File: src/rtl/writeback_unit.sv
// Final pipeline stage: retires ALU results directly, waits for load responses, extends load
// data and drives the register-bank write port; exposes the pending load rd for hazard stalls.
module writeback_unit #(
  parameter int unsigned XLEN       = 32,
  parameter int unsigned REG_ADDR_W = 5,
  parameter int unsigned CNT_W      = 16
) (
  input  logic                  clk,
  input  logic                  rst,
  input  logic                  in_valid,
  output logic                  in_ready,
  input  logic [31:0]           in_instruction,
  input  logic [XLEN-1:0]       in_alu_result,
  input  logic                  in_mem_to_reg,
  input  logic                  in_reg_write,
  input  logic                  mem_rsp_valid,
  input  logic [XLEN-1:0]       mem_rsp_data,
  output logic                  RegWrite,
  output logic [REG_ADDR_W-1:0] write_register,
  output logic [XLEN-1:0]       write_data,
  output logic                  load_pending,
  output logic [REG_ADDR_W-1:0] pending_rd,
  output logic                  stray_rsp,
  output logic [CNT_W-1:0]      retired_count
);

  typedef enum logic [0:0] {StIdle, StWaitMem} state_e;

  state_e                  state_q;
  logic                    reg_write_q;
  logic [REG_ADDR_W-1:0]   write_register_q;
  logic [XLEN-1:0]         write_data_q;
  logic                    load_pending_q;
  logic [REG_ADDR_W-1:0]   pending_rd_q;
  logic                    stray_rsp_q;
  logic [CNT_W-1:0]        retired_q;
  logic [2:0]              ld_funct3_q;
  logic [1:0]              ld_offset_q;
  logic                    ld_wflag_q;

  logic [REG_ADDR_W-1:0]   in_rd;
  logic                    in_wflag;
  logic                    accept;
  logic [7:0]              ld_byte;
  logic [15:0]             ld_half;
  logic [XLEN-1:0]         ld_ext;

  assign in_rd    = in_instruction[7 +: REG_ADDR_W];
  assign in_wflag = in_reg_write && (in_rd != '0);
  assign in_ready = !rst && (state_q == StIdle);
  assign accept   = in_valid && in_ready;

  // Offset selects the byte/halfword lane inside the aligned response word.
  always_comb begin
    ld_byte = mem_rsp_data[{ld_offset_q, 3'b000} +: 8];
    ld_half = ld_offset_q[1] ? mem_rsp_data[31:16] : mem_rsp_data[15:0];
    unique case (ld_funct3_q)
      3'b000:  ld_ext = {{(XLEN-8){ld_byte[7]}}, ld_byte};
      3'b001:  ld_ext = {{(XLEN-16){ld_half[15]}}, ld_half};
      3'b100:  ld_ext = {{(XLEN-8){1'b0}}, ld_byte};
      3'b101:  ld_ext = {{(XLEN-16){1'b0}}, ld_half};
      default: ld_ext = mem_rsp_data;
    endcase
  end

  always_ff @(posedge clk or posedge rst) begin
    if (rst) begin
      state_q          <= StIdle;
      reg_write_q      <= 1'b0;
      write_register_q <= '0;
      write_data_q     <= '0;
      load_pending_q   <= 1'b0;
      pending_rd_q     <= '0;
      stray_rsp_q      <= 1'b0;
      retired_q        <= '0;
      ld_funct3_q      <= '0;
      ld_offset_q      <= '0;
      ld_wflag_q       <= 1'b0;
    end else begin
      reg_write_q <= 1'b0;
      unique case (state_q)
        StIdle: begin
          if (mem_rsp_valid) begin
            stray_rsp_q <= 1'b1;
          end
          if (accept) begin
            if (in_mem_to_reg) begin
              ld_funct3_q    <= in_instruction[14:12];
              ld_offset_q    <= in_alu_result[1:0];
              ld_wflag_q     <= in_wflag;
              pending_rd_q   <= in_rd;
              load_pending_q <= 1'b1;
              state_q        <= StWaitMem;
            end else begin
              retired_q <= retired_q + CNT_W'(1);
              if (in_wflag) begin
                reg_write_q      <= 1'b1;
                write_register_q <= in_rd;
                write_data_q     <= in_alu_result;
              end
            end
          end
        end
        StWaitMem: begin
          if (mem_rsp_valid) begin
            retired_q      <= retired_q + CNT_W'(1);
            load_pending_q <= 1'b0;
            pending_rd_q   <= '0;
            state_q        <= StIdle;
            // Loads to x0 or without reg_write still retire but leave the write port untouched.
            if (ld_wflag_q) begin
              reg_write_q      <= 1'b1;
              write_register_q <= pending_rd_q;
              write_data_q     <= ld_ext;
            end
          end
        end
        default: state_q <= StIdle;
      endcase
    end
  end

  assign RegWrite       = reg_write_q;
  assign write_register = write_register_q;
  assign write_data     = write_data_q;
  assign load_pending   = load_pending_q;
  assign pending_rd     = pending_rd_q;
  assign stray_rsp      = stray_rsp_q;
  assign retired_count  = retired_q;

endmodule

File: config.mk
export PLATFORM = sky130hd
export DESIGN_NAME = writeback_unit
export DESIGN_NICKNAME = d
export VERILOG_FILES = /design/src/rtl/writeback_unit.sv
export SDC_FILE = /design/constraint.sdc
export NUM_CORES = 1
export LEC_CHECK = 0
export CELL_PAD_IN_SITES_DETAIL_PLACEMENT = 1
export CELL_PAD_IN_SITES_GLOBAL_PLACEMENT = 1
export CORE_ASPECT_RATIO = 1.1
export CORE_MARGIN = 4
export CORE_UTILIZATION = 32
export CTS_CLUSTER_DIAMETER = 120
export CTS_CLUSTER_SIZE = 8
export DETAILED_ROUTE_END_ITERATION = 10
export GPL_TIMING_DRIVEN = 0
export PLACE_DENSITY_LB_ADDON = 0.08
export SYNTH_ARGS = -nofsm -noshare
export SYNTH_HDL_FRONTEND = slang
export SYNTH_SLANG_ARGS = --single-unit
File: constraint.sdc
create_clock -name clk -period 5 [get_ports clk]
set_input_delay 0.75 -clock clk [delete_from_list [all_inputs] [get_ports clk]]
set_output_delay 0.75 -clock clk [all_outputs]
set_load 0.01 [all_outputs]
Yosys cells after proc, flatten, opt, wreduce, memory -nomap -nowiden. Cells that the tools add are included.

Add/sub/neg operators: 1. Eq/ne operators: 9. Shift operators: 1. Muxes and demuxes: 36. Bitwise operators: 1. Reduce and logical (&&, ||, !) cells: 11.

Operators by type and width (count): 32-bit 2-to-1 mux (5); 32-bit case mux with 4 select lines (1); 16-bit 2-to-1 mux (4); 32-bit case mux with 2 select lines (1); 5-bit 2-to-1 mux (8); 16-bit case mux with 2 select lines (1); 32-bit by 6-bit variable part select with 8-bit output (1); 5-bit case mux with 2 select lines (2); 16-bit by 1-bit adder with 16-bit output (second input constant) (1); 1-bit 2-to-1 mux (11); 2-bit != test (second input constant) (5); 3-bit AND reduction (3); 3-bit == test (second input constant) (2); 1-bit case mux with 2 select lines (3); 5-bit AND reduction (1); 5-bit nonzero test (1); 3-bit by 1-bit == test with 1-bit output (second input constant) (1); 1-bit logical AND (3); 3-bit zero test (1); 2-bit by 1-bit != test with 1-bit output (second input constant) (1); 2-bit AND reduction (1); 1-bit zero test (1); 1-bit NOT (1).

Flip-flop bits (word level): 68. Input port bits: 102. Output and inout bits: 62. Word-level logic and storage cells: 70.

Depth between registers and ports, before layout.
Depth after elaboration: 6. Mapped depth: 7. Depth with buffers taken out: 5.

Worst setup path after synthesis. No wires, ideal clock.

Path kind: input port to flip-flop. From: input mem_rsp_valid. To: register retired_q[7], in the netlist retired_count[7]. Setup time: 0.128 ns. Arrival time: 1.837 ns. Data required time: 4.872 ns. Path slack: 3.035 ns. Cell stages on the path: 7. Buffers on the path: 2. Cells stage by stage: and2_1 > or2_1 > buf_4 > and4_1 > buf_4 > and2_4 > xor2_2.

Longest elaborated chain between the ends: 2.

RTL lines: start: declaration (RTL line 16) `input logic mem_rsp_valid,`; 2-bit != test (no source line); 3-bit AND reduction (no source line); end signal: assignment (RTL line 95) `retired_q <= retired_q + CNT_W'(1);`; end signal: assignment (RTL line 106) `retired_q <= retired_q + CNT_W'(1);`; end: declaration (RTL line 36) `logic [CNT_W-1:0] retired_q;`.

No other way between the ends. A chain may end at the register's enable or synchronous reset.

Worst setup path in the final report.
From: input rst. To: output in_ready.

Longest elaborated chain between the ends: 2.

RTL lines: start: declaration (RTL line 9) `input logic rst,`; 1-bit zero test (no source line); 1-bit logical AND (RTL line 50) `assign in_ready = !rst && (state_q == StIdle);`; end: declaration (RTL line 11) `output logic in_ready,`.

No other way between the ends.

==> out/results.ini <==
[detailed_routing]
vias = 3597
wl_per_cell_um = 19.3
drc = 0
drtPass1Iterations = 4
viasPerCell = 5.18
drt_iter0_markers = 148
ant_nets = 0
wl_mm = 13.4

[die]
die_x_um = 109
start_util_pct = 32.6
boundaryPins = 164
dieArea_sq_um = 12900
rows = 40
fp.coreArea_sq_um = 10900
die_h_um = 119

[global_routing]
grt_max_degree = 69
antenna_found_initial = 0
busiest_layer = met2
grt_use_met3_pct = 4.04
grt_pass1_wl_mm = 21.3
grt_pass1_vias = 3802
overflow = 0
grt_use_met2_pct = 35.5
grt_use_met1_pct = 28.3
grt_util_all_layers_pct = 21.3

[power_and_ir_drop]
ir_drop_mv = 0.164
leakage_nw = 2.30
power_density_nw_per_um2 = 444

[timing]
max_freq_ghz = 0.362
fin_crit_sh_pct = 55.3
relSlewSlack_pct = 42.0
finalSetupTns_ns = 0
hold_slack_ns = 0.476
skew_ns = 0.00617
tightest_slew_ns = 0.870
min_period_ns = 2.76
drv_slew = 0
rsz0062_at_grt = false
finalSetupViolCount = 0
hold_viol_final = 0

[placement]
io_buffers = 139
routabilityCongestion = 0.826
hpwl_mm = 10.3

[setup_path]
cp.arrival_ns = 2.01
worstPathMaxFanout = 3
worst_setup_path_end_kind = primary output
cp_common_cell = clkdlybuf4s50_1
slowest_stage = clkdlybuf4s50_1
critPathLaunchType = input pin
cpPeakStageDelay_ns = 0.57
worstPathRequired_ns = 4.25
crit_chain = clkdlybuf4s50_1 > nor2_1 > clkdlybuf4s50_1
crit_type = in -> out

[cells_and_area]
area_growth_pct = 53.9
n_antenna_cell = 0
drive_gt1_share_pct = 8.04
nets = 645
fillers = 1317

[clock_tree]
clk_latency_ns = 0.34
clockRootBuffer = clkbuf_16
ctsHoldBuffers = 0
cts-resized-gates = 0
cts_setup_buffers = 0
cts_buffers = 9
cts_tree = done
path_clk_slew_ns = 0.05
h-tree-depth = 3
cts.sinks = 68
clockBufferDepth = 2

[job]
maxCapViolations = 0

[logic_synthesis]
ys_top_cells_by_area = dfrtp_1 (48%), nand2_1 (6.3%), a31oi_1 (4.2%)
avgSynthCellArea_sq_um = 9.09
synth-edff-count = 0
ys_warn_count = 0
synth_nets = 495
ys_ff_latch = 68
syn_inst = 392
seq_area_frac_synth_pct = 47.8
synth_top_cell_by_area = dfrtp_1
synth-async-reset-ratio_pct = 100
synthFlopType = dfrtp_1
synth_area_sq_um = 3560
yosysUniqueCellTypes = 45
synth.top_cell.area_share_pct = 47.8

[worst_hold_path]
hold_class = reg -> reg

[run_status]
outcome = complete, no violations

-- per-stage QoR --
stage               area, sq um  cells  utilization (%)  worst slack (ns)  power, mW
floorplan                  3560    392                -              2.54       1.21
global placement           5140    678             47.1              1.15       1.68
detailed placement         5140    678             47.1              2.24       1.72
CTS                        5480    694             50.2              2.23       2.47
global route               5480    694             50.2              2.16       2.58
finish                     5480    694             50.2              2.24       2.44
-- Yosys cell counts, drive strengths merged (2+ instances only) --
library cell	count
and4	2
o22ai	15
o21ai	13
and3	2
clkbuf	11
mux2	2
or3	6
nand3	9
and2	3
nand4	3
a31oi	25
nor3	3
nor2	38
xnor2	12
a221oi	2
a22oi	16
a221o	7
nand2b	2
buf	21
a2111oi	7
xor2	3
nand2	60
dfrtp	68
mux2i	11
inv	19
a21oi	21
-- power by group --
part / internal, mW / switching, mW
logic: 0.468 / 0.401
registers: 0.711 / 0.120
clock network: 0.488 / 0.248
total: 1.67 / 0.769
-- path summary, 6_finish.rpt --
kind | startpoint | to | slack [ns] | depth (start not counted)
max | rst | in_ready | 2.24 | 3
min | stray_rsp$_DFFE_PP0P_ | stray_rsp$_DFFE_PP0P_ | 0.48 | 1
max reg2reg | ld_offset_q[1]$_DFFE_PP0P_ | write_data[6]$_DFFE_PP0P_ | 2.90 | 6
min reg2reg | stray_rsp$_DFFE_PP0P_ | stray_rsp$_DFFE_PP0P_ | 0.48 | 1
max in group asynchronous | rst | write_data[19]$_DFFE_PP0P_ | 3.40 | 2
min in group asynchronous | rst | write_data[4]$_DFFE_PP0P_ | 1.03 | 2
-- cell usage in the layout, fill, tap and decap left out, types with 12 or more instances in the layout --
cell / count
a22oi_1: 16
a31oi_1: 24
nand2_1: 60
xnor2_1: 12
inv_1: 18
clkbuf_1: 12
o22ai_1: 15
nor2_1: 38
buf_2: 17
dfrtp_1: 68
a21oi_1: 21
clkdlybuf4s50_1: 139
-- registers in the layout, summed over array words and instances, names as in the netlist, 2 cells and up --
| signal | flops |
|---|---|
| ld_funct3_q | 3 |
| ld_offset_q | 2 |
| pending_rd | 5 |
| retired_count | 16 |
| write_data | 32 |
| write_register | 5 |
-- cells by family after synthesis --
kind of cell,Yosys count,share of synthesized area [%]
compound gates,112,21.2
xor+xnor,15,3.90
fa+ha+maj,1,0.351
buf+inv,51,6.39
flops,68,47.8
mux,13,3.72
simple gates,132,16.7
-- worst max-delay path: cells and delay by family --
| family | cells | cell delay [ns] |
|---|---|---|
| buf+inv | 2 | 1.06 |
| simple gates | 1 | 0.20 |
-- layout make-up --
type,instances,area [sq um],area share [%]
inverters,19,73.8,1.35
plain buffers,32,156,2.85
flip-flops and latches,68,1700,31.0
well taps,147,184,3.36
clock buffers,10,229,4.18
clock inverters,6,113,2.05
multi-input cells,273,1630,29.8
repair buffers,139,1390,25.4
-- layer usage --
layer	routed length (um)	up-vias
met5	0	-
met4	177	0
met3	712	13
met2	6730	98
met1	5770	1786
li1	-	1700
Note: power is estimated with default switching activity, not from simulation.
